`src/rtl/ram_ctrl_pkg.sv`:
```
// Shared encodings and defaults for the single-port RAM access sequencer.
package ram_ctrl_pkg;

  localparam int unsigned ADDR_W_DEF = 4;
  localparam int unsigned DATA_W_DEF = 8;

  localparam logic P_FETCH = 1'b0;
  localparam logic P_LSU   = 1'b1;

  // 2'b11 is unused and steered back to IDLE by the sequencer
  typedef enum logic [1:0] {
    IDLE   = 2'b00,
    ACCESS = 2'b01,
    DONE   = 2'b10
  } state_e;

endpackage

```
`src/rtl/rr_arb2.sv`:
```
// Two-request arbiter with LAST pointer; `ARB_FIXED_PRIO_EN selects fixed
// port-0 priority and removes the pointer.
module rr_arb2
  import ram_ctrl_pkg::*;
(
  input  logic       clk,
  input  logic       rst_n,
  input  logic [1:0] req,
  input  logic       upd,
  output logic [1:0] win_c
);

`ifdef ARB_FIXED_PRIO_EN
  logic unused_ok;
  assign unused_ok = &{1'b0, clk, rst_n, upd};

  always_comb begin
    win_c = 2'b00;
    if (req[P_FETCH]) begin
      win_c[P_FETCH] = 1'b1;
    end else if (req[P_LSU]) begin
      win_c[P_LSU] = 1'b1;
    end
  end
`else
  logic last_q;

  // LAST points at the port granted most recently; reset favours port 0
  always_ff @(posedge clk) begin
    if (!rst_n) begin
      last_q <= 1'b1;
    end else if (upd && (win_c != 2'b00)) begin
      last_q <= win_c[P_LSU];
    end
  end

  always_comb begin
    win_c = 2'b00;
    case (req)
      2'b01:   win_c = 2'b01;
      2'b10:   win_c = 2'b10;
      2'b11:   win_c = last_q ? 2'b01 : 2'b10;
      default: win_c = 2'b00;
    endcase
  end
`endif

endmodule

```
`src/rtl/ram_access_arbiter.sv`:
```
// Fetch/LSU arbiter and IDLE->ACCESS->DONE sequencer for the single-port RAM.
// Define ARB_FIXED_PRIO_EN for fixed port-0 priority instead of round-robin.
module ram_access_arbiter
  import ram_ctrl_pkg::*;
#(
  parameter int unsigned ADDR_W = ADDR_W_DEF,
  parameter int unsigned DATA_W = DATA_W_DEF
) (
  input  logic              clk,
  input  logic              rst_n,
  input  logic              req0,
  input  logic              req1,
  input  logic              we0,
  input  logic              we1,
  input  logic [ADDR_W-1:0] addr0,
  input  logic [ADDR_W-1:0] addr1,
  input  logic [DATA_W-1:0] wdata0,
  input  logic [DATA_W-1:0] wdata1,
  output logic              gnt0,
  output logic              gnt1,
  output logic              done0,
  output logic              done1,
  output logic [DATA_W-1:0] rdata,
  output logic              cs,
  output logic              w,
  output logic              r,
  output logic [ADDR_W-1:0] maddr,
  output logic [DATA_W-1:0] mdata_out,
  input  logic [DATA_W-1:0] mdata_in
);

  state_e            state_q, state_d;
  logic [1:0]        win_c;
  logic              ld_c;
  logic              sel_q, sel_d;
  logic              we_q, we_d;
  logic [ADDR_W-1:0] addr_d;
  logic [DATA_W-1:0] wdata_d;
  logic              cs_d, w_d, r_d;
  logic              gnt0_d, gnt1_d, done0_d, done1_d;

  rr_arb2 u_arb (
    .clk   (clk),
    .rst_n (rst_n),
    .req   ({req1, req0}),
    .upd   (ld_c),
    .win_c (win_c)
  );

  // Next state, request latch and strobe decode; strobes are registered
  // from this so they depend only on state and latched winner/WE.
  always_comb begin
    state_d = state_q;
    ld_c    = 1'b0;
    case (state_q)
      IDLE: begin
        if (req0 || req1) begin
          state_d = ACCESS;
          ld_c    = 1'b1;
        end
      end
      ACCESS:  state_d = DONE;
      DONE:    state_d = IDLE;
      default: state_d = IDLE;
    endcase

    sel_d   = sel_q;
    we_d    = we_q;
    addr_d  = maddr;
    wdata_d = mdata_out;
    if (ld_c) begin
      sel_d   = win_c[P_LSU] & ~win_c[P_FETCH];
      we_d    = sel_d ? we1 : we0;
      addr_d  = sel_d ? addr1 : addr0;
      wdata_d = sel_d ? wdata1 : wdata0;
    end

    cs_d    = (state_d == ACCESS);
    w_d     = cs_d & we_d;
    r_d     = cs_d & ~we_d;
    gnt0_d  = cs_d & ~sel_d;
    gnt1_d  = cs_d & sel_d;
    done0_d = (state_d == DONE) & ~sel_d;
    done1_d = (state_d == DONE) & sel_d;
  end

  always_ff @(posedge clk) begin
    if (!rst_n) begin
      state_q   <= IDLE;
      sel_q     <= 1'b0;
      we_q      <= 1'b0;
      cs        <= 1'b0;
      w         <= 1'b0;
      r         <= 1'b0;
      gnt0      <= 1'b0;
      gnt1      <= 1'b0;
      done0     <= 1'b0;
      done1     <= 1'b0;
      maddr     <= '0;
      mdata_out <= '0;
      rdata     <= '0;
    end else begin
      state_q   <= state_d;
      sel_q     <= sel_d;
      we_q      <= we_d;
      cs        <= cs_d;
      w         <= w_d;
      r         <= r_d;
      gnt0      <= gnt0_d;
      gnt1      <= gnt1_d;
      done0     <= done0_d;
      done1     <= done1_d;
      maddr     <= addr_d;
      mdata_out <= wdata_d;
      // Array data is only trusted on the edge closing a read ACCESS
      if ((state_q == ACCESS) && r) begin
        rdata <= mdata_in;
      end
    end
  end

endmodule

```
`config.mk`:
```
export PLATFORM = sky130hd
export DESIGN_NAME = ram_access_arbiter
export DESIGN_NICKNAME = d
export VERILOG_FILES = /design/src/rtl/ram_ctrl_pkg.sv /design/src/rtl/rr_arb2.sv /design/src/rtl/ram_access_arbiter.sv
export SDC_FILE = /design/constraint.sdc
export NUM_CORES = 1
export LEC_CHECK = 0
export CORE_ASPECT_RATIO = 0.8
export CORE_MARGIN = 3
export CORE_UTILIZATION = 38
export DETAILED_ROUTE_END_ITERATION = 8
export GPL_TIMING_DRIVEN = 0
export PLACE_DENSITY = 0.84
export SLEW_MARGIN = 20
export SYNTH_ARGS = -nofsm -noshare
export SYNTH_HDL_FRONTEND = slang
export SYNTH_SLANG_ARGS = --single-unit
```
`constraint.sdc`:
```
create_clock -name clk -period 1.5 [get_ports clk]
set_input_delay 0.3 -clock clk [delete_from_list [all_inputs] [get_ports clk]]
set_output_delay 0.3 -clock clk [all_outputs]
set_load 0.01 [all_outputs]
```
==> results of run 1 <==
## routing by layer
layer,vias to the layer above,GRT usage [%],share of wire (%)
li1,551,-,-
met3,9,5.009,4.6
met2,33,32.74,52
met1,537,20.44,40
met5,-,0,0
met4,0,8.357,2.6
## cell families (layout without fill, tap and decap cells)
family / after synthesis / in the layout / synth area share (%)
AO/OA/AOI/OAI: 28 / 28 / 18.19
buffers and inverters: 12 / 82 / 5.755
flip-flops: 31 / 31 / 50.98
multiplexers: 14 / 14 / 11.51
AND/OR/NAND/NOR: 32 / 32 / 13.57
## registers in the layout (all words and copies together), names as in the netlist
signal and flops:
cs 1, done0 1, done1 1, gnt0 1
gnt1 1, maddr 4, mdata_out 8, r 1
rdata 8, sel_q 1, state_q 2, u_arb.last_q 1
w 1
## power breakdown
part / internal, mW / total (mW) / leakage [nW] / switching, mW
combinational: 0.252 / 0.423 / 0.593 / 0.171
clock: 0.359 / 0.647 / 0.0470 / 0.288
sequential: 0.884 / 0.916 / 0.254 / 0.0318
total: 1.49 / 1.99 / 0.894 / 0.491
## cell type report
cell class / count / area (µm²)
fillers: 216 / 903.4
repair buffers: 64 / 651.9
flip-flops and latches: 31 / 620.6
multi-input cells: 74 / 528.0
clock buffers: 6 / 82.58
plain buffers: 9 / 67.56
well taps: 38 / 47.55
inverters: 2 / 7.507
clock inverters: 1 / 5.005
## cell usage in the layout, fill, tap and decap left out, types with 2 or more instances in the layout
| master | instances |
|---|---|
| buf_4 | 2 |
| a221o_1 | 7 |
| buf_2 | 2 |
| clkdlybuf4s50_1 | 58 |
| clkbuf_8 | 6 |
| and3_1 | 3 |
| dfxtp_1 | 31 |
| nor2_1 | 8 |
| buf_6 | 3 |
| dlymetal6s2s_1 | 5 |
| nand2_1 | 9 |
| mux2i_1 | 14 |
| a21oi_1 | 13 |
| and2_1 | 3 |
| a211oi_2 | 5 |
## worst max path at each step
stage	depth (start not counted)	from	slack, ns	end
6_report	1	maddr[0]	0.01	maddr[0]
5_1_grt	1	maddr[0]	0.002	maddr[0]
4_1_cts	6	req1	0.003	maddr[2]
3_5_place_dp	6	req0	-0.36	maddr[2]
3_3_place_gp	6	req0	-0.28	mdata_out[0]
2_1_floorplan	5	req1	0.28	maddr[0]
## through the flow
stage,setup slack [ns],instance area [µm²]
6_report,0.01346,2011
5_1_grt,0.002130,2011
4_1_cts,0.002854,1991
3_5_place_dp,-0.3612,1906
3_3_place_gp,-0.2796,1906
2_1_floorplan,0.2819,1217
==> results by group, run 1 <==
Routing
  • Iteration-0 DRC Markers: 43
  • DR WL/cell: 15.41 µm
  • Avg Vias per Cell: 5.022
  • Routed Antenna Nets: 0
  • DRC: 0
  • Routed vias: 1130
  • Drt total wl: 3.467 mm
  • Drt first pass iters: 4

Setup path
  • WP data arrival: 1.19 ns
  • R2R cell count: 4
  • CP max stage cell: clkdlybuf4s50_1
  • Max stage delay on crit path: 0.56 ns
  • Reg2reg setup slack: 0.16 ns
  • Startpoint Class: flop
  • Crit-path max FO: 2
  • Family with the most delay on the worst path: buffers and inverters
  • R2R Path Start: state_q[0]
  • Req. time, crit path: 1.20 ns
  • WP buf/inv: 1
  • Critical-path cell list: clkdlybuf4s50_1
  • CP Class: flop to primary output
  • Setup crit end kind: primary output
  • FF-to-FF End: maddr[3]

Synthesis
  • Asr flop ratio synth: 0%
  • Ys Warns: 0
  • Syn Nets: 155
  • Mapped cell area: 1217 µm²
  • Synth Flop Type: dfxtp_1
  • Post-synth EDFFs: 0
  • Yosys top cell by area: dfxtp_1
  • Most instantiated cells after synthesis: 31 x dfxtp_1, 14 x mux2i_1, 13 x a21oi_1
  • Syn Area/Cell: 10.41 µm²
  • FF+latch count, synth: 31
  • Synth top area cells: dfxtp_1 51%, mux2i_1 12%, a221o_1 5.8%
  • Syn Inst Count: 117
  • Sequential area share after synthesis: 50.98%
  • Count leader, synth: dfxtp_1
  • Distinct cell type count after synthesis: 26
  • Post-synth top area share: 50.98%

Clock network
  • Clock-pin slew on the worst setup and hold paths: 0.06 ns
  • Clock sink count: 31
  • Post-CTS setup repair buffer count: 0
  • Hold_buf cts: 0
  • H-Tree Depth: 2
  • Post-cts sizing count: 3
  • Num CTS Buffers: 5
  • CTS root buf: clkbuf_8
  • CTS tree: done
  • Clk Latency, worst-skew pair: 0.27 ns
  • Maximum clock insertion buffer count: 2

Placed design
  • Placed cell count: 219
  • PortBufs: 64
  • HPWL Detailed: 2.661 mm
  • Gpl congestion: 0.7197

Floorplan
  • Die area: 3923 µm²
  • Chip height: 56.63 µm
  • Chip Width: 69.28 µm
  • # rows: 17
  • Core box area: 2914 µm²
  • Starting density of the core: 41.78%
  • Number of I/O pins: 65

Power
  • Pleak: 0.8940 nW
  • VDD IR max: 0.8853 mV
  • Total Power: 1.985 mW
  • Pwr/cell area: 987.4 nW/µm²

Hold path
  • Hold path start: sel_q
  • Hold WC Path Type: flop to flop
  • WHS Path Cells: 1
  • Hold Path End: done0

Timing
  • Setup TNS: 0 ns
  • RSZ-0062 raised after global routing: no
  • Hold Vio Cnt, Final: 0
  • Worst relative slew slack: 68.38%
  • Clock Skew: 0.002611 ns
  • Crit share post-route: 99.10%
  • Worst-margin pin slew: 0.4743 ns
  • Fmax: 672.7 MHz
  • Final Slew Violations: 0
  • Fin Hold WS: 0.4506 ns
  • Final setup viols: 0
  • Tmin final: 1.487 ns

Global route
  • Number of global-route vias before repair: 1175
  • Initial antenna violation count: 0
  • Global-route wire length before repair: 5.692 mm
  • Total GRT Usage: 18.40%
  • Total global routing overflow: 0
  • Largest net degree at the start of global routing: 11

Finish
  • Fin util: 69.00%
  • Area Growth Syn to Fin: 65.16%
  • Ant. Diodes: 0
  • Non-Filler Instances: 225
  • Fin nets: 225
  • Layout cells sized above 1: 12.30%

Run status
  • Status: completed

Run
  • Max cap viols: 0
(Power assumes the default switching activity.)
==> run 2, diff against run 1 <==
--- a/config.mk
+++ b/config.mk
@@ -5,7 +5,7 @@
 export SDC_FILE = /design/constraint.sdc
 export NUM_CORES = 1
 export LEC_CHECK = 0
-export CORE_ASPECT_RATIO = 0.8
+export CORE_ASPECT_RATIO = 1.2
 export CORE_MARGIN = 3
 export CORE_UTILIZATION = 38
 export DETAILED_ROUTE_END_ITERATION = 8
==> results by group, run 2 (synthesis gave the netlist of run 1 again) <==
Run status
  • Status: completed

Finish
  • Area Growth Syn to Fin: 58.58%
  • Most common cell after layout, fill and taps aside: clkdlybuf4s50_1
  • Fin util: 66.19%
  • Biggest regs: mdata_out (8), rdata (8), maddr (4)
  • Layout cells sized above 1: 11.11%
  • Final Cell Area: 1931 µm²
  • Most frequent cells in the layout: 37 x clkdlybuf4s50_1, 31 x dfxtp_1, 24 x dlygate4sd2_1
  • Ant. Diodes: 0
  • Fin nets: 226
  • Non-Filler Instances: 223

Run
  • Max cap viols: 0

Routing
  • Iteration-0 DRC Markers: 7
  • DR WL/cell: 14.46 µm
  • Avg Vias per Cell: 5.148
  • Drt total wl: 3.225 mm
  • Routed Antenna Nets: 0
  • DRC: 0
  • Drt first pass iters: 4
  • Routed vias: 1148

Power
  • VDD IR max: 0.6874 mV
  • Pwr/cell area: 906.8 nW/µm²
  • Combinational power share: 22.1%
  • Clock share of power: 25.8%
  • Switch Pwr: 464.7 µW
  • P_int: 1.286 mW
  • Reg power frac: 52.1%
  • Sw Ratio: 26.55%
  • Total Power: 1.751 mW
  • Pleak: 0.9532 nW

Timing
  • Worst relative slew slack: 69.02%
  • Hold Vio Cnt, Final: 0
  • Final worst slack: 0.04972 ns
  • Setup TNS: 0 ns
  • RSZ-0062 raised after global routing: no
  • Tmin final: 1.450 ns
  • Final Slew Violations: 0
  • Worst-margin pin slew: 0.4647 ns
  • Fin Hold WS: 0.4370 ns
  • Clock Skew: 0.009924 ns
  • Crit share post-route: 96.69%
  • Final setup viols: 0
  • Fmax: 689.5 MHz

Floorplan
  • Chip height: 68.01 µm
  • # rows: 21
  • Number of I/O pins: 65
  • Starting density of the core: 41.74%
  • Die area: 3922 µm²
  • Core box area: 2917 µm²
  • Chip Width: 57.67 µm

Clock network
  • Post-CTS setup repair buffer count: 0
  • Clock sink count: 31
  • H-Tree Depth: 2
  • Clk Latency, worst-skew pair: 0.33 ns
  • Hold_buf cts: 0
  • Clock-pin slew on the worst setup and hold paths: 0.08 ns
  • Num CTS Buffers: 5
  • Maximum clock insertion buffer count: 2
  • CTS tree: done
  • CTS root buf: clkbuf_4

Global route
  • Global-route wire length before repair: 5.368 mm
  • Number of global-route vias before repair: 1213
  • Total GRT Usage: 18.20%
  • Largest net degree at the start of global routing: 11
  • Initial antenna violation count: 0
  • Total global routing overflow: 0

Setup path
  • Crit-path max FO: 8
  • Setup crit end kind: flop
  • Critical-path cell list: clkdlybuf4s50_1 -> a21boi_1 -> buf_6 -> and2_1 -> buf_2 -> a221o_1
  • Req. time, crit path: 1.72 ns
  • CP Class: primary input to flop
  • WP data arrival: 1.67 ns
  • Max stage delay on crit path: 0.52 ns
  • CP max stage cell: clkdlybuf4s50_1
  • Startpoint Class: primary input
  • R2R cell count: 4

Hold path
  • Hold WC Path Type: flop to flop
  • WHS Path Cells: 1

Placed design
  • Placed cell count: 215
  • Gpl congestion: 0.7481
  • Pre-CTS setup slack: -0.3403 ns
  • Placement Cell Area: 1901 µm²
  • PortBufs: 64
  • HPWL Detailed: 2.544 mm
## run 2: changes by cell type in the layout (fill, tap and decap cells not counted), moves of 2 or more
cell,change
dlymetal6s2s_1,-2
clkdlybuf4s50_1,-21
dlygate4sd2_1,+23
clkbuf_4,+5
clkbuf_8,-6
buf_2,+2
clkbuf_1,+3
## run 2: critical path, delay by kind of cell
kind | cells | cell delay (ns)
and+or+nand+nor | 1 | 0.13
AOI/OAI and AO/OA | 2 | 0.39
buffers and inverters | 3 | 0.83
## run 2: path summary, 6_finish.rpt
kind | from | endpoint | slack [ns]
min | sel_q | done0 | 0.44
max | req0 | mdata_out[0] | 0.05
max reg2reg | state_q[0] | u_arb.last_q | 0.14
min reg2reg | sel_q | done0 | 0.44
## run 2: cell type report
type,count,area [µm²]
multi-input combinational,74,526.8
clock buffer,7,45.04
clock inverter,1,5.005
tap,34,42.54
sequential,31,620.6
buffer,10,65.06
fill,244,985.9
timing repair buffer,64,618.1
inverter,2,7.507
## run 2: layer usage
layer	track usage, %	vias up	wire length (µm)
met2	32.34	48	1669
met5	0	-	0
li1	-	554	-
met3	7.358	6	298
met4	8.696	0	63
met1	18.54	540	1195
## run 2: repair_timing
action / in CTS / in global routing
pin swaps: 0 / 0
gates resized for setup: 24 / 5
endpoints found under the hold margin: 0 / 0
endpoints found under the setup margin: 24 / 5
cloned: 0 / 0
## run 2: power by group through the flow
stage,Combinational [mW],Sequential (mW),Clock (mW)
finish,0.387,0.912,0.451
global route,0.419,0.920,0.502
CTS,0.392,0.913,0.467
detailed placement,0.423,0.933,0
global placement,0.409,0.931,0
floorplan,0.163,0.954,0
==> run 3, diff against run 2 <==
--- a/config.mk
+++ b/config.mk
@@ -5,12 +5,16 @@
 export SDC_FILE = /design/constraint.sdc
 export NUM_CORES = 1
 export LEC_CHECK = 0
+export CELL_PAD_IN_SITES_DETAIL_PLACEMENT = 1
+export CELL_PAD_IN_SITES_GLOBAL_PLACEMENT = 1
 export CORE_ASPECT_RATIO = 1.2
 export CORE_MARGIN = 3
-export CORE_UTILIZATION = 38
+export CORE_UTILIZATION = 28
+export CTS_CLUSTER_SIZE = 10
 export DETAILED_ROUTE_END_ITERATION = 8
 export GPL_TIMING_DRIVEN = 0
-export PLACE_DENSITY = 0.84
+export PLACE_DENSITY = 0.85
+export SKIP_CTS_REPAIR_TIMING = 1
 export SLEW_MARGIN = 20
 export SYNTH_ARGS = -nofsm -noshare
 export SYNTH_HDL_FRONTEND = slang
==> results by group, run 3 (synthesis gave the netlist of run 1 again) <==
Routing
  • Avg Vias per Cell: 4.716
  • Drt first pass iters: 4
  • DRC: 0
  • Iteration-0 DRC Markers: 21
  • Met2 routed WL: 2.272 mm
  • DR top layer: met4
  • Wire length on met3: 228 µm
  • Drt total wl: 4.121 mm
  • DR WL/cell: 16.96 µm
  • Routed Antenna Nets: 0
  • Routed vias: 1146
  • M1 WL: 1.552 mm

Timing
  • Worst-margin pin slew: 0.4560 ns
  • Tmin final: 1.464 ns
  • Worst relative slew slack: 69.60%
  • Hold Vio Cnt, Final: 0
  • Final worst slack: 0.03611 ns
  • Final setup viols: 0
  • Clock Skew: 0.008017 ns
  • RSZ-0062 raised after global routing: no
  • Crit share post-route: 97.59%
  • Final Slew Violations: 0
  • Fmax: 683.1 MHz

Setup path
  • Family with the most delay on the worst path: buffers and inverters
  • WP data arrival: 1.16 ns
  • CP max stage cell: clkdlybuf4s50_1
  • Crit-path max FO: 2
  • CP Class: flop to primary output
  • Startpoint Class: flop
  • Critical-path cell list: clkdlybuf4s50_1
  • WP buf/inv: 1
  • Max stage delay on crit path: 0.54 ns
  • Setup crit end kind: primary output
  • Req. time, crit path: 1.20 ns

Floorplan
  • Number of I/O pins: 65
  • Starting density of the core: 29.94%
  • # rows: 25
  • Chip height: 78.23 µm
  • Core box area: 4066 µm²
  • Die area: 5178 µm²
  • Chip Width: 66.20 µm

Clock network
  • Clk Latency, worst-skew pair: 0.28 ns
  • Num CTS Buffers: 5
  • Maximum clock insertion buffer count: 2
  • CTS tree: done
  • Clock-pin slew on the worst setup and hold paths: 0.06 ns
  • Clock sink count: 31
  • H-Tree Depth: 2
  • CTS root buf: clkbuf_8

Placed design
  • HPWL Detailed: 3.197 mm
  • Placement Cell Area: 1926 µm²
  • Pre-CTS setup slack: -0.3807 ns
  • Gpl congestion: 0.8202
  • Placed cell count: 235
  • PortBufs: 64

Power
  • VDD IR max: 0.4271 mV
  • Total Power: 1.963 mW
  • Pwr/cell area: 953.8 nW/µm²
  • Pleak: 1.115 nW

Finish
  • Most common cell after layout, fill and taps aside: clkdlybuf4s50_1
  • Fin nets: 226
  • Fin util: 50.62%
  • Layout cells sized above 1: 11.64%
  • Most frequent cells in the layout: 45 x clkdlybuf4s50_1, 31 x dfxtp_1, 19 x dlymetal6s2s_1
  • Final Cell Area: 2058 µm²
  • Biggest regs: mdata_out (8), rdata (8), maddr (4)
  • Area Growth Syn to Fin: 69.06%
  • Ant. Diodes: 0
  • Non-Filler Instances: 243

Global route
  • Initial antenna violation count: 0
  • Number of global-route vias before repair: 1294
  • Largest net degree at the start of global routing: 11
  • Global-route wire length before repair: 6.486 mm
  • Total global routing overflow: 0
  • Total GRT Usage: 16.76%

Run
  • Max cap viols: 0

Hold path
  • Hold WC Path Type: primary input to flop

Run status
  • Status: completed
run 3: changes by cell type in the layout (fill, tap and decap cells not counted):
| cell | before | now |
|---|---|---|
| clkbuf_1 | 4 | 3 |
| clkbuf_2 | 0 | 1 |
| clkbuf_4 | 5 | 0 |
| clkbuf_8 | 0 | 5 |
| clkdlybuf4s50_1 | 37 | 45 |
| dlygate4sd2_1 | 24 | 0 |
| dlymetal6s2s_1 | 3 | 19 |
run 3: worst paths after layout:
kind | startpoint | end | slack (ns) | cells past startpoint
max | mdata_out[4] | mdata_out[4] | 0.04 | 1
min | req0 | sel_q | 0.42 | 3
max reg2reg | state_q[0] | mdata_out[3] | 0.13 | 4
min reg2reg | sel_q | done0 | 0.47 | 1
run 3: where the power goes:
part	switching, mW	internal, mW	total, mW
Clock	0.299	0.325	0.624
Combinational	0.175	0.244	0.419
Sequential	0.0365	0.884	0.920
Total	0.510	1.45	1.96
run 3: layout make-up:
class	count	area (µm²)
multi-input cells	74	526.8
clock inverters	1	5.005
plain buffers	10	66.31
fillers	462	2008
repair buffers	64	688.2
inverters	2	7.507
flip-flops and latches	31	620.6
well taps	54	67.56
clock buffers	7	76.32
run 3: layer usage:
| metal | GRT usage [%] | up-vias |
|---|---|---|
| met5 | 0 | - |
| met4 | 6.301 | 0 |
| met3 | 5.007 | 5 |
| met2 | 31.18 | 44 |
| met1 | 17.05 | 543 |
| li1 | - | 554 |
run 3: per-stage QoR:
stage	setup TNS (ns)	hold slack, ns
after floorplan	0	0.4002
after global placement	-4.232	0.4306
after detailed placement	-6.180	0.4574
after CTS	-0.2769	0.4714
after global routing	0	0.4355
final	0	0.4190
